==> src/rtl/noc_pkg.sv <==
// Shared definitions for the router output-port allocator: port numbering,
// arbiter states and the round-robin winner picker.
package noc_pkg;

  localparam int NUM_PORTS = 5;

  localparam int P_N = 0;
  localparam int P_E = 1;
  localparam int P_W = 2;
  localparam int P_S = 3;
  localparam int P_L = 4;

  typedef logic [NUM_PORTS-1:0] port_vec_t;

  typedef enum logic [0:0] {
    IDLE   = 1'b0,
    LOCKED = 1'b1
  } arb_state_t;

  // One-hot winner: first requester at or above the one-hot pointer,
  // wrapping to the lowest requester when nothing above the pointer asks.
  function automatic port_vec_t rr_pick(input port_vec_t req, input port_vec_t ptr);
    port_vec_t hi;
    hi = req & ~(ptr - NUM_PORTS'(1));
    if (hi != '0) begin
      return hi & (~hi + NUM_PORTS'(1));
    end
    return req & (~req + NUM_PORTS'(1));
  endfunction

endpackage

==> src/rtl/credit_counter.sv <==
// Downstream buffer credit tracker: one credit per free slot, with a sticky
// error flag when more credits come back than were ever handed out.
module credit_counter
  import noc_pkg::*;
#(
  parameter int CREDITS = 4,
  parameter int CNT_W   = $clog2(CREDITS + 1)
) (
  input  logic             clk,
  input  logic             rst,
  input  logic             inc,
  input  logic             dec,
  output logic [CNT_W-1:0] cnt,
  output logic             err
);

  localparam logic [CNT_W-1:0] CNT_MAX = CNT_W'(CREDITS);

  logic [CNT_W-1:0] cnt_q, cnt_d;
  logic             err_q, err_d;

  // dec only arrives with a grant, which already requires a nonzero count.
  always_comb begin
    cnt_d = cnt_q;
    err_d = err_q;
    case ({inc, dec})
      2'b01: cnt_d = cnt_q - 1'b1;
      2'b10: begin
        if (cnt_q == CNT_MAX) begin
          err_d = 1'b1;
        end else begin
          cnt_d = cnt_q + 1'b1;
        end
      end
      default: ;
    endcase
  end

  always_ff @(posedge clk or negedge rst) begin
    if (!rst) begin
      cnt_q <= CNT_MAX;
      err_q <= 1'b0;
    end else begin
      cnt_q <= cnt_d;
      err_q <= err_d;
    end
  end

  assign cnt = cnt_q;
  assign err = err_q;

endmodule

==> src/rtl/credit_arbiter.sv <==
// Wormhole output-port allocator: locks the crossbar column to one input from
// head to tail flit, round-robin between packets, credit flow control downstream.
module credit_arbiter
  import noc_pkg::*;
#(
  parameter int CREDITS = 4,
  parameter int CNT_W   = $clog2(CREDITS + 1)
) (
  input  logic                 clk,
  input  logic                 rst,
  input  logic [NUM_PORTS-1:0] req,
  input  logic [NUM_PORTS-1:0] tail,
  input  logic                 credit_in,
  output logic [NUM_PORTS-1:0] grant,
  output logic [NUM_PORTS-1:0] xbar_sel,
  output logic                 flit_valid,
  output logic [CNT_W-1:0]     credit_cnt,
  output logic                 credit_err
);

  localparam port_vec_t PTR_RST = NUM_PORTS'(1 << P_L);

  arb_state_t state_q, state_d;
  port_vec_t  owner_q, owner_d;
  port_vec_t  rr_ptr_q, rr_ptr_d;

  always_comb begin
    state_d  = state_q;
    owner_d  = owner_q;
    rr_ptr_d = rr_ptr_q;
    grant    = '0;
    xbar_sel = '0;
    case (state_q)
      IDLE: begin
        if (req != '0) begin
          owner_d = rr_pick(req, rr_ptr_q);
          state_d = LOCKED;
        end
      end
      LOCKED: begin
        xbar_sel = owner_q;
        if (credit_cnt != '0) begin
          grant = owner_q & req;
        end
        // Tail leaves via IDLE, so packets are separated by one bubble cycle.
        if ((grant & tail) != '0) begin
          state_d  = IDLE;
          rr_ptr_d = {owner_q[NUM_PORTS-2:0], owner_q[NUM_PORTS-1]};
        end
      end
      default: state_d = IDLE;
    endcase
  end

  always_ff @(posedge clk or negedge rst) begin
    if (!rst) begin
      state_q  <= IDLE;
      owner_q  <= '0;
      rr_ptr_q <= PTR_RST;
    end else begin
      state_q  <= state_d;
      owner_q  <= owner_d;
      rr_ptr_q <= rr_ptr_d;
    end
  end

  assign flit_valid = |grant;

  credit_counter #(
    .CREDITS (CREDITS),
    .CNT_W   (CNT_W)
  ) u_credit_counter (
    .clk (clk),
    .rst (rst),
    .inc (credit_in),
    .dec (flit_valid),
    .cnt (credit_cnt),
    .err (credit_err)
  );

  a_grant_onehot : assert property (@(posedge clk) disable iff (!rst) $onehot0(grant));
  a_grant_in_sel : assert property (@(posedge clk) disable iff (!rst) (grant & ~xbar_sel) == '0);
  a_cnt_bound    : assert property (@(posedge clk) disable iff (!rst) credit_cnt <= CNT_W'(CREDITS));

endmodule

==> config.mk <==
export PLATFORM = sky130hd
export DESIGN_NAME = credit_arbiter
export DESIGN_NICKNAME = d
export VERILOG_FILES = /design/src/rtl/noc_pkg.sv /design/src/rtl/credit_counter.sv /design/src/rtl/credit_arbiter.sv
export SDC_FILE = /design/constraint.sdc
export NUM_CORES = 1
export LEC_CHECK = 0
export CORE_MARGIN = 2
export CORE_UTILIZATION = 35
export DETAILED_ROUTE_END_ITERATION = 6
export HOLD_SLACK_MARGIN = 0.03
export PLACE_DENSITY = 0.65
export SETUP_SLACK_MARGIN = 0.15
export SLEW_MARGIN = 20
export SYNTH_ARGS = -nofsm -noshare
export SYNTH_HDL_FRONTEND = slang
export SYNTH_SLANG_ARGS = --single-unit
==> constraint.sdc <==
create_clock -name clk -period 2.56 [get_ports clk]
set_clock_uncertainty 0.2 [all_clocks]
set_input_delay 0.512 -clock clk [delete_from_list [all_inputs] [get_ports clk]]
set_output_delay 0.512 -clock clk [all_outputs]
set_load 0.05 [all_outputs]
## Word-level counts from Yosys, hierarchy flattened

Cells that the tools add are included.

| storage, ports and cells | value |
|---|---|
| word-level logic and storage cells | 47 |
| input port bits | 13 |
| flip-flop bits (word level) | 15 |
| output and inout port bits | 15 |

| operators by class | value |
|---|---|
| bitwise gates (word level) | 9 |
| eq/ne operators | 4 |
| reduce and logical (&&, ||, !) cells | 10 |
| add/sub/neg operators | 5 |
| muxes and demuxes | 14 |

Operators with widths:

| kind | number |
|---|---|
| 5-bit 2-to-1 mux | 6 |
| 5-bit bitwise AND | 5 |
| 5-bit inverter | 3 |
| 5-bit nonzero test | 3 |
| 5-bit by 1-bit adder with 5-bit output, second input constant | 2 |
| 2-bit AND reduction | 4 |
| 3-bit one-hot mux with 2 select lines | 1 |
| 1-bit 2-to-1 mux | 5 |
| 5-bit OR reduction | 1 |
| 5-bit by 1-bit subtractor with 5-bit output, second input constant | 1 |
| 3-bit by 1-bit adder with 3-bit output, second input constant | 1 |
| 3-bit equality test, second input constant | 1 |
| 3-bit 2-to-1 mux | 1 |
| 3-bit nonzero test | 1 |
| 3-bit by 1-bit subtractor with 3-bit output, second input constant | 1 |
| 2-bit by 1-bit equality test with 1-bit output, second input constant | 1 |
| 2-bit equality test, second input constant | 1 |
| 2-bit inequality test, second input constant | 1 |
| 1-bit one-hot mux with 2 select lines | 1 |
| 2-bit nonzero test | 1 |
| 1-bit inverter | 1 |

## Logic depth before layout (Yosys ltp)

Gate-level depths: netlist (run 1).

| logic depth | value |
|---|---|
| depth after elaboration | 8 |
| depth in mapped cells | 9 |

## Modules after synthesis

Synthesis (run 1) repeated with hierarchy kept, for this count alone.

| second synthesis, totals | value |
|---|---|
| cell total of the unflattened synthesis | 116 |
| area total of the unflattened synthesis | 1026.0 sq um |

Modules (own cells, without submodules):

| module | area each (sq um) | instances | seq. area each (sq um) | cells each |
|---|---|---|---|---|
| credit_arbiter | 740.7 | 1 | 276.5 | 87 |
| credit_counter | 285.3 | 1 | 101.3 | 29 |

## Worst setup path after synthesis (run 1)

OpenSTA, ideal clock, no wires.

| path | value |
|---|---|
| kind | register -> register |
| start point | register u_credit_counter.cnt_q[0], in the netlist u_credit_counter.cnt[0] |
| end point | register u_credit_counter.cnt_q[1], in the netlist u_credit_counter.cnt[1] |
| data arrival time | 2.843 ns |
| buffers on the path | 1 |
| library setup time | 0.121 ns |
| period minus slack after synthesis | 3.164 ns |
| data required time | 2.239 ns |
| cell stages (with the launch flop) | 9 |
| setup slack | -0.604 ns |
| path through | dfrtp_1 clkbuf_1 o31ai_2 a21oi_2 nand2b_4 fa_1 o21ai_0 o211ai_1 a22o_1 |

RTL lines:

| item | RTL line | RTL |
|---|---|---|
| start, declared | credit_counter.sv:19 | `logic [CNT_W-1:0] cnt_q, cnt_d;` |
| start signal, assigned | credit_counter.sv:44 | `cnt_q <= cnt_d;` |
| 3-bit nonzero test * | credit_arbiter.sv:42 | `if (credit_cnt != '0) begin` |
| 5-bit 2-to-1 mux * | credit_arbiter.sv:42 |  |
| 5-bit 2-to-1 mux * (2 in a row) | credit_arbiter.sv:33 | `case (state_q)` |
| 5-bit OR reduction * | credit_arbiter.sv:67 | `assign flit_valid = \|grant;` |
| net flit_valid | credit_arbiter.sv:16 | `output logic flit_valid,` |
| 2-bit equality test or 2-bit by 1-bit equality test with 1-bit output (tied branches) | credit_counter.sv:26 | `case ({inc, dec})` |
| 3-bit one-hot mux with 2 select lines * | credit_counter.sv:26 |  |
| net u_credit_counter.cnt_d[1] | credit_counter.sv:19 |  |

The timed path passes the listed nets; every way through them passes the cells marked *. The select of a mux whose other input is x is not followed.
A chain may end at the register's enable or synchronous reset.

## Final worst setup path (run 1)

| path | value |
|---|---|
| start point | input port req[2] |
| end point | register u_credit_counter.cnt_q[1], in the netlist u_credit_counter.cnt[1] |

RTL lines:

| item | RTL line | RTL |
|---|---|---|
| start, declared | credit_arbiter.sv:11 | `input logic [NUM_PORTS-1:0] req,` |
| 5-bit bitwise AND * | credit_arbiter.sv:43 | `grant = owner_q & req;` |
| 5-bit 2-to-1 mux * | credit_arbiter.sv:42 |  |
| 5-bit 2-to-1 mux * (2 in a row) | credit_arbiter.sv:33 |  |
| 5-bit OR reduction * | credit_arbiter.sv:67 |  |
| 2-bit equality test or 2-bit by 1-bit equality test with 1-bit output (tied branches) | credit_counter.sv:26 |  |
| 3-bit one-hot mux with 2 select lines * | credit_counter.sv:26 |  |
| net u_credit_counter.cnt_d[1] | credit_counter.sv:19 |  |

Marks and branches as above.

==> flow_metrics.py, run 1 <==
metrics = {
    "status": {
        "outcome": "complete, no violations",
    },
    "routing": {
        "drcViolationCount": 0,
        "first_pass_iters": 4,
        "vias_per_cell": 5.28,
        "drtAntennaViolNets": 0,
        "drt-total-wl_um": 3190,
        "drt_iter0_markers": 76,
        "wl_per_cell_um": 14.8,
        "vias": 1135,
    },
    "place": {
        "io_buffers": 27,
        "place_congestion": 0.874,
        "place_area_mm2": 0.00161,
        "dpl.hpwl_um": 2500,
    },
    "setup_path": {
        "crit_family": "compound AO/OA/AOI/OAI gates",
        "path_cells": "dlygate4sd2_1, a222oi_1, buf_4, a21oi_4, nand2b_4, fa_2, o21ai_2, o211ai_1, a22o_1",
        "cp_slowest_stage_delay_ns": 0.56,
        "cp.required_ns": 2.59,
        "path_class": "in -> reg",
        "critPathLaunchType": "primary input",
        "slowest_stage": "fa_2",
        "path_buf_inv": 2,
        "cp_max_fo": 3,
        "worstPathArrival_ns": 2.39,
        "crit_path_end_kind": "flop",
    },
    "synthesis": {
        "ys_seq_elements": 15,
        "ys.flop_type": "dfrtp_1",
        "synth_cells": 127,
        "yosys.area_share.xor_xnor_pct": 1.54,
        "synth.cell_area_mm2": 0.00114,
        "synthTopCellsByArea": "dfrtp_1 (29%), mux2_2 (6.9%), dfstp_2 (4.6%)",
        "muxShareOfSynthArea_pct": 12.6,
        "yosys.area.top_type": "dfrtp_1",
        "yosysSeqAreaShare_pct": 33.1,
        "synth_top_cell_area_share_pct": 28.5,
        "ys_async_sr_fraction_pct": 100,
        "synth-simple-area-share_pct": 22.1,
        "syn_nets": 142,
        "synth.avg_cell_area_um2": 8.98,
        "ys_warn_count": 0,
        "synth_top_family_by_area": "simple AND/OR/NAND/NOR gates",
        "synth_compound_area_share_pct": 22.0,
        "synth_fa_ha_area_share_pct": 2.85,
        "synth_edf_count": 0,
        "yosysUniqueCellTypes": 53,
    },
    "global_routing": {
        "grt_pass1_vias": 1092,
        "grtUsageTotal_pct": 19.0,
        "grt_max_degree": 16,
        "grt_overflow": 0,
        "grt_pass1_wl_um": 5200,
        "antenna_found_initial": 0,
    },
    "finish": {
        "area.growth.synth_to_final_pct": 45.8,
        "final_common_cell": "buf_4",
        "fin_area_mm2": 0.00166,
        "fin_nets": 187,
        "n_antenna_cell": 0,
        "drive_gt1_share_pct": 34.5,
        "most-common-layout-cells": "buf_4 (27), nand2_1 (14), nor2_1 (12)",
    },
    "clocking": {
        "numCtsBuffers": 3,
        "cts_root_buffer": "clkbuf_4",
        "cts_sinks": 15,
        "cts_buffer_depth": 2,
        "tritoncts": "built",
        "clock_latency_ns": 0.29,
        "path_clk_slew_ns": 0.10,
        "h-tree-depth": 1,
    },
    "sta": {
        "fin_crit_sh_pct": 92.0,
        "drv_slew": 0,
        "fmax_mhz": 424,
        "hold_viol_final": 0,
        "rsz0062_at_grt": "true",
        "finalSetupViolations": 0,
        "min_period_ns": 2.36,
        "slew_headroom_pct": 52.1,
        "tightest_slew_ns": 0.717,
    },
    "floorplanning": {
        "die_h_um": 61.1,
        "fp.coreArea_mm2": 0.00308,
        "num_rows": 20,
        "die-area_mm2": 0.00373,
        "die_x_um": 61.1,
        "initial_utilization_pct": 37.1,
        "io_pins": 28,
    },
    "worst_hold_path": {
        "hold_class": "reg -> reg",
    },
    "power_and_ir_drop": {
        "vdd_drop_max_mv": 0.456,
        "power_density_mw_per_mm2": 1340,
        "total_power_uw": 2240,
        "p_leak_uw": 0.000741,
    },
    "flow_run": {
        "maxCapViolCount": 0,
    },
}
==> per-stage QoR <==
stage	utilization (%)	std cells	hold WS (ns)	worst slack [ns]	setup TNS (ns)
finish	54.1	215	0.277	0.204	0
global route	54.1	215	0.296	0.145	0
CTS	53.5	213	0.286	0.119	0
detailed placement	52.2	207	0.260	-0.384	-0.717
global placement	52.2	207	0.255	-0.290	-0.609
floorplan	-	127	0.0164	-0.406	-0.795
==> layer usage <==
layer	part of all wire [%]	up-vias	global-route usage (%)
met4	1.2	0	6.83
met3	6.5	4	3.15
met1	44	536	25.0
met2	49	45	31.5
met5	0	-	0
li1	-	550	-
==> worst paths after layout <==
check / depth (start not counted) / slack [ns] / start / to
worst min-delay path: 2 / 0.28 / u_credit_counter.err / u_credit_counter.err
min in group asynchronous: 1 / 0.44 / rst / rr_ptr_q[0]
max in group asynchronous: 1 / 1.23 / rst / owner_q[0]
worst min register to register: 2 / 0.28 / u_credit_counter.err / u_credit_counter.err
worst max-delay path: 9 / 0.20 / req[2] / u_credit_counter.cnt[1]
worst max register to register: 8 / 0.22 / owner_q[1] / u_credit_counter.cnt[1]
==> cell usage after synthesis (all sizes together) (2+ instances only) <==
cell    number
dfrtp       13
nand3        3
nor2        12
o31ai        3
inv          7
nand2       14
and2         6
a22o         2
and3         2
buf          3
mux2         8
mux2i        5
dfstp        2
nand2b       3
o21ai        2
a31oi        5
nor3         2
a21oi        3
clkbuf       5
==> layout make-up <==
cell class,count,area (um^2)
Clock buffer,3,22.5
Clock inverter,1,7.51
Fill cell,306,1410
Inverter,7,26.3
Multi-Input combinational cell,97,718
Sequential cell,15,380
Tap cell,44,55.1
Timing Repair Buffer,48,454
==> where the power goes <==
group	internal [uW]	total (uW)	switching, uW
Clock	59.3	149	89.5
Sequential	347	466	119
Combinational	734	1620	887
==> worst reg2reg max path: stages, from the launching register on <==
cell and delay (ns):
dfrtp_2 0.42, a222oi_1 0.31, buf_4 0.18, a21oi_4 0.05
nand2b_4 0.15, fa_2 0.56, o21ai_2 0.06, o211ai_1 0.19
a22o_1 0.16
==> repair_timing <==
item | 4_1_cts | 5_1_grt
hold buffers | 0 | 0
resized for setup | 12 | 1
cloned | 0 | 0
endpoints found under the setup margin | 6 | 3
pin swaps | 5 | 4
setup buffers | 2 | 2
==> kinds of logic after synthesis <==
logic type	after synthesis
muxes	13
adders and majority gates	2
and+or+nand+nor	49
xor gates and xnor gates	2
DFF	15
buffers and inverters	15
AOI/OAI and AO/OA	31
==> state kept, by name, summed over array words and instances, names as in the netlist <==
name                  count
rr_ptr_q                  5
u_credit_counter.err      1
state_q                   1
owner_q                   5
u_credit_counter.cnt      3
Note: power is estimated with default switching activity, not from simulation.
==> inputs of run 2 (changes only) <==
--- a/config.mk
+++ b/config.mk
@@ -5,7 +5,7 @@
 export SDC_FILE = /design/constraint.sdc
 export NUM_CORES = 1
 export LEC_CHECK = 0
-export CORE_MARGIN = 2
+export CORE_MARGIN = 8
 export CORE_UTILIZATION = 35
 export DETAILED_ROUTE_END_ITERATION = 6
 export HOLD_SLACK_MARGIN = 0.03
@@ -15,3 +15,4 @@
 export SYNTH_ARGS = -nofsm -noshare
 export SYNTH_HDL_FRONTEND = slang
 export SYNTH_SLANG_ARGS = --single-unit
+export TNS_END_PERCENT = 20
==> run 2 against run 1 <==
Die area grew 43%. Non-clock buffer count is 1 higher. Final cell count rose by 0.47%. Sequential cell count unchanged. Critical path type is now in -> out. Clock power down 5%. Largest power group unchanged.
==> flow_metrics.py, run 2 (same netlist as run 1, synthesis figures left out) <==
metrics = {
    "setup_path": {
        "critPathLaunch": "req[4]",
        "crit_path_end_kind": "primary output",
        "cp.required_ns": 1.85,
        "cp_max_fo": 5,
        "path_class": "in -> out",
        "worstPathArrival_ns": 1.75,
        "critPathLaunchType": "primary input",
        "r2r-start": "owner_q[1]",
        "r2r_cells": 8,
        "reg2reg_slack_ns": 0.20,
        "r2r_end": "u_credit_counter.cnt[2]",
    },
    "global_routing": {
        "gr-usage-met1_pct": 15.8,
        "grt_pass1_wl_um": 5620,
        "met2_usage_pct": 22.1,
        "grt_max_degree": 16,
        "grt_pass1_vias": 1215,
        "grt_overflow": 0,
        "grtUsageMet3_pct": 4.12,
        "antenna_found_initial": 0,
        "grt_busiest_layer": "met2",
        "grtUsageTotal_pct": 13.2,
    },
    "sta": {
        "finalSetupViolations": 0,
        "tightest_slew_ns": 0.704,
        "fmax_mhz": 407,
        "slew_headroom_pct": 52.9,
        "drv_slew": 0,
        "min_period_ns": 2.46,
        "rsz0062_at_grt": "true",
        "hold_viol_final": 0,
        "setup_ws_ns": 0.101,
        "fin_crit_sh_pct": 96.0,
    },
    "clocking": {
        "cts_root_buffer": "clkbuf_4",
        "cts_hold_buf": 0,
        "path_clk_slew_ns": 0.10,
        "cts_sinks": 15,
        "cts_buffer_depth": 2,
        "numCtsBuffers": 3,
        "h-tree-depth": 1,
        "clock_latency_ns": 0.29,
        "tritoncts": "built",
    },
    "worst_hold_path": {
        "hold_end": "u_credit_counter.err",
        "hold_class": "reg -> reg",
        "whs_path_depth": 2,
        "hold_start": "u_credit_counter.err",
    },
    "routing": {
        "drtAntennaViolNets": 0,
        "drt_iter0_markers": 43,
        "drt-total-wl_um": 3310,
        "vias": 1148,
        "first_pass_iters": 4,
        "vias_per_cell": 5.31,
        "wl_per_cell_um": 15.3,
        "drcViolationCount": 0,
    },
    "place": {
        "place_congestion": 0.884,
        "dpl.hpwl_um": 2550,
        "place_area_mm2": 0.00161,
        "pre_cts_ws_ns": -0.404,
        "io_buffers": 27,
        "place_inst": 207,
    },
    "finish": {
        "regArea_um2": 379,
        "final_common_cell": "buf_4",
        "area.growth.synth_to_final_pct": 47.7,
        "fill_cells": 304,
        "fin_area_mm2": 0.00169,
        "drive_gt1_share_pct": 33.7,
        "most-common-layout-cells": "buf_4 (28), nand2_1 (14), nor2_1 (12), dfrtp_1 (12), clkdlybuf4s50_1 (11)",
        "fin_nets": 188,
        "n_antenna_cell": 0,
        "multi_input_area_um2": 729,
        "stdcell_count": 216,
    },
    "power_and_ir_drop": {
        "power_density_mw_per_mm2": 1350,
        "p_leak_uw": 0.000759,
        "sw_frac_of_total_pct": 48.4,
        "vdd_drop_max_mv": 0.521,
        "p_int_uw": 1180,
        "power.switching_uw": 1100,
        "p_clk_share_pct": 6.2,
        "power_frac_seq_pct": 20.3,
        "p_comb_share_pct": 73.5,
    },
    "flow_run": {
        "maxCapViolCount": 0,
    },
    "status": {
        "outcome": "complete, no violations",
    },
    "floorplanning": {
        "die_h_um": 73.1,
        "die_x_um": 73.1,
        "io_pins": 28,
        "initial_utilization_pct": 37.1,
        "fp.coreArea_mm2": 0.00308,
        "num_rows": 20,
        "die-area_mm2": 0.00534,
    },
}
run 2: cell type report:
class | count | share of cell area [%]
Timing Repair Buffer | 49 | 27.8
Clock buffer | 4 | 1.56
Tap cell | 44 | 3.27
Sequential cell | 15 | 22.5
Multi-Input combinational cell | 97 | 43.3
Inverter | 7 | 1.56
run 2: worst max-delay path by stage:
stage | end | slack (ns) | cells after the start
final | flit_valid | 0.10 | 6
after global routing | flit_valid | 0.07 | 6
after CTS | u_credit_counter.cnt[2] | 0.09 | 8
after detailed placement | u_credit_counter.cnt[1] | -0.40 | 9
after global placement | u_credit_counter.cnt[1] | -0.29 | 9
after floorplan | u_credit_counter.cnt[1] | -0.41 | 8
run 2: critical path: stages:
cell and delay (ns):
clkdlybuf4s50_1 0.50, a22oi_1 0.07, buf_4 0.16, a21oi_4 0.14
buf_4 0.16, buf_4 0.20
run 2: stage by stage:
stage,TNS [ns],hold slack [ns],utilization [%],total power (uW)
2_1_floorplan,-0.795,0.0164,-,1510
6_report,0,0.284,54.8,2280
3_5_place_dp,-0.909,0.269,52.2,2060
3_3_place_gp,-0.646,0.249,52.2,2010
4_1_cts,0,0.292,54.2,2260
5_1_grt,0,0.328,54.8,2440
run 2: power by group through the flow:
stage / clock (uW) / sequential, uW / combinational, uW
3_3_place_gp: 0 / 463 / 1550
4_1_cts: 144 / 459 / 1650
3_5_place_dp: 0 / 467 / 1590
6_report: 142 / 462 / 1680
5_1_grt: 154 / 481 / 1800
2_1_floorplan: 0 / 516 / 998
run 2: repair_timing:
item                       CTS  global route
buffers inserted             5             0
setup endpoints to repair    5             7
pin swaps                    8             2
gates resized for setup      7             3
run 2: routing by layer:
metal / part of all wire [%] / routed length [um]
met5: 0 / 0
met4: 1.4 / 46
met3: 6.4 / 212
met2: 48 / 1590
met1: 44 / 1460
==> inputs of run 3 (changes only) <==
--- a/config.mk
+++ b/config.mk
@@ -6,10 +6,10 @@
 export NUM_CORES = 1
 export LEC_CHECK = 0
 export CORE_MARGIN = 8
-export CORE_UTILIZATION = 35
+export CORE_UTILIZATION = 44
 export DETAILED_ROUTE_END_ITERATION = 6
 export HOLD_SLACK_MARGIN = 0.03
-export PLACE_DENSITY = 0.65
+export PLACE_DENSITY = 0.78
 export SETUP_SLACK_MARGIN = 0.15
 export SLEW_MARGIN = 20
 export SYNTH_ARGS = -nofsm -noshare
==> run 3 against run 2 <==
Total power down 0.23%. Combinational power about the same. Wire length down 2.0%. Die area down 16%. First-iteration DRC count rose to 2.9 times the previous value. Count of clock-buffer cells in the layout down 1. Worst hold slack worse by 0.0096 ns. Global-route usage up 1.6 points. Sequential power about the same. Sequential share of layout area up 0.27 points. Clock power about the same. Critical path depth down 4. Highest routed layer unchanged.
==> flow_metrics.py, run 3 (same netlist as run 1, synthesis figures left out) <==
metrics = {
    "status": {
        "outcome": "complete, no violations",
    },
    "place": {
        "place_congestion": 0.908,
        "place_inst": 192,
        "io_buffers": 27,
        "place_area_mm2": 0.00158,
        "dpl.hpwl_um": 2490,
    },
    "sta": {
        "rsz0062_at_grt": "true",
        "hold_viol_final": 0,
        "fin_crit_sh_pct": 93.5,
        "min_period_ns": 2.39,
        "tightest_slew_ns": 0.705,
        "slew_headroom_pct": 52.9,
        "finalSetupViolations": 0,
        "holdWs_ns": 0.274,
        "fmax_mhz": 418,
        "drv_slew": 0,
    },
    "setup_path": {
        "cp.required_ns": 1.85,
        "critPathLaunch": "u_credit_counter.cnt[0]",
        "cp_slowest_stage_delay_ns": 0.81,
        "slowest_stage": "clkdlybuf4s50_1",
        "crit_family": "buffers and inverters",
        "path_class": "reg -> out",
        "critPathLaunchType": "flop",
        "cp_max_fo": 7,
        "worstPathArrival_ns": 1.68,
        "crit_path_end_kind": "primary output",
        "r2r-start": "owner_q[1]",
        "path_buf_inv": 2,
        "path_cells": "buf_4, clkdlybuf4s50_1",
    },
    "flow_run": {
        "maxCapViolCount": 0,
    },
    "routing": {
        "vias_per_cell": 5.75,
        "drt-total-wl_um": 3240,
        "first_pass_iters": 4,
        "drcViolationCount": 0,
        "wl_per_cell_um": 16.0,
        "drt_iter0_markers": 126,
        "drtAntennaViolNets": 0,
        "vias": 1162,
    },
    "clocking": {
        "cts_sinks": 15,
        "numCtsBuffers": 3,
        "path_clk_slew_ns": 0.10,
        "clock_latency_ns": 0.29,
        "cts_buffer_depth": 2,
        "h-tree-depth": 1,
        "tritoncts": "built",
        "cts_root_buffer": "clkbuf_4",
        "cts_hold_buf": 0,
    },
    "finish": {
        "fin_nets": 188,
        "area.growth.synth_to_final_pct": 45.9,
        "fin_area_mm2": 0.00167,
        "stdcell_count": 202,
        "final_core_util_pct": 67.2,
        "final_common_cell": "buf_4",
        "drive_gt1_share_pct": 34.3,
        "n_antenna_cell": 0,
        "most-common-layout-cells": "buf_4 (27), nand2_1 (14), nor2_1 (12), dfrtp_1 (12), clkdlybuf4s50_1 (9)",
    },
    "power_and_ir_drop": {
        "p_leak_uw": 0.000764,
        "power_density_mw_per_mm2": 1370,
        "vdd_drop_max_mv": 0.856,
    },
    "floorplanning": {
        "die_h_um": 66.9,
        "die-area_mm2": 0.00448,
        "io_pins": 28,
        "die_x_um": 66.9,
        "initial_utilization_pct": 46.1,
        "num_rows": 18,
        "fp.coreArea_mm2": 0.00248,
    },
    "global_routing": {
        "grt_pass1_wl_um": 5230,
        "antenna_found_initial": 0,
        "grt_pass1_vias": 1166,
        "grtUsageTotal_pct": 14.8,
        "grt_overflow": 0,
        "grt_max_degree": 16,
    },
    "worst_hold_path": {
        "hold_start": "u_credit_counter.err",
        "hold_class": "reg -> reg",
    },
}
## run 3: area by class of cell
class / count / area, um^2
Multi-Input combinational cell: 97 / 719
Sequential cell: 15 / 379
Clock inverter: 1 / 5.00
Inverter: 7 / 26.3
Fill cell: 206 / 812
Timing Repair Buffer: 49 / 475
Clock buffer: 3 / 22.5
Tap cell: 30 / 37.5
## run 3: metal layers
layer	up-vias	global-route usage, %	share of wire, %
met4	0	6.01	2.1
li1	554	-	-
met3	8	4.19	8.8
met1	551	17.4	41
met5	-	0	0
met2	49	24.6	48
## run 3: tightest hold or removal path, delay by kind of cell, from the launching register on
family,cells,cell delay [ns]
compound gates,1,0.05
buf+inv,1,0.05
flops,1,0.35
## run 3: stage by stage
stage	power [uW]	TNS, ns	setup slack, ns
5_1_grt	2410	0	0.111
3_5_place_dp	2040	-0.747	-0.326
3_3_place_gp	1990	-0.596	-0.289
4_1_cts	2250	0	0.119
6_report	2270	0	0.166
2_1_floorplan	1510	-0.795	-0.406
## run 3: worst paths after layout
path                                            to  slack (ns)  cells after the start
setup reg to reg           u_credit_counter.cnt[2]        0.21                      8
hold reg to reg               u_credit_counter.err        0.27                      2
setup / recovery                     credit_cnt[0]        0.17                      2
max in group asynchronous               owner_q[1]        1.23                      1
min in group asynchronous                  state_q        0.43                      1
hold / removal                u_credit_counter.err        0.27                      2
## run 3: repair_timing
item                                    4_1_cts  5_1_grt
setup buffers                                 4        2
hold endpoints to repair                      0        0
endpoints found under the setup margin        6       10
gates resized for setup                       7        5
pin swaps                                     5        7
## run 3: power breakdown
group          switching (uW)  internal (uW)  leakage (uW)
logic                     898            771      0.000570
registers                 119            346      0.000175
clock network            83.6           58.2     0.0000177
total                    1100           1170      0.000764
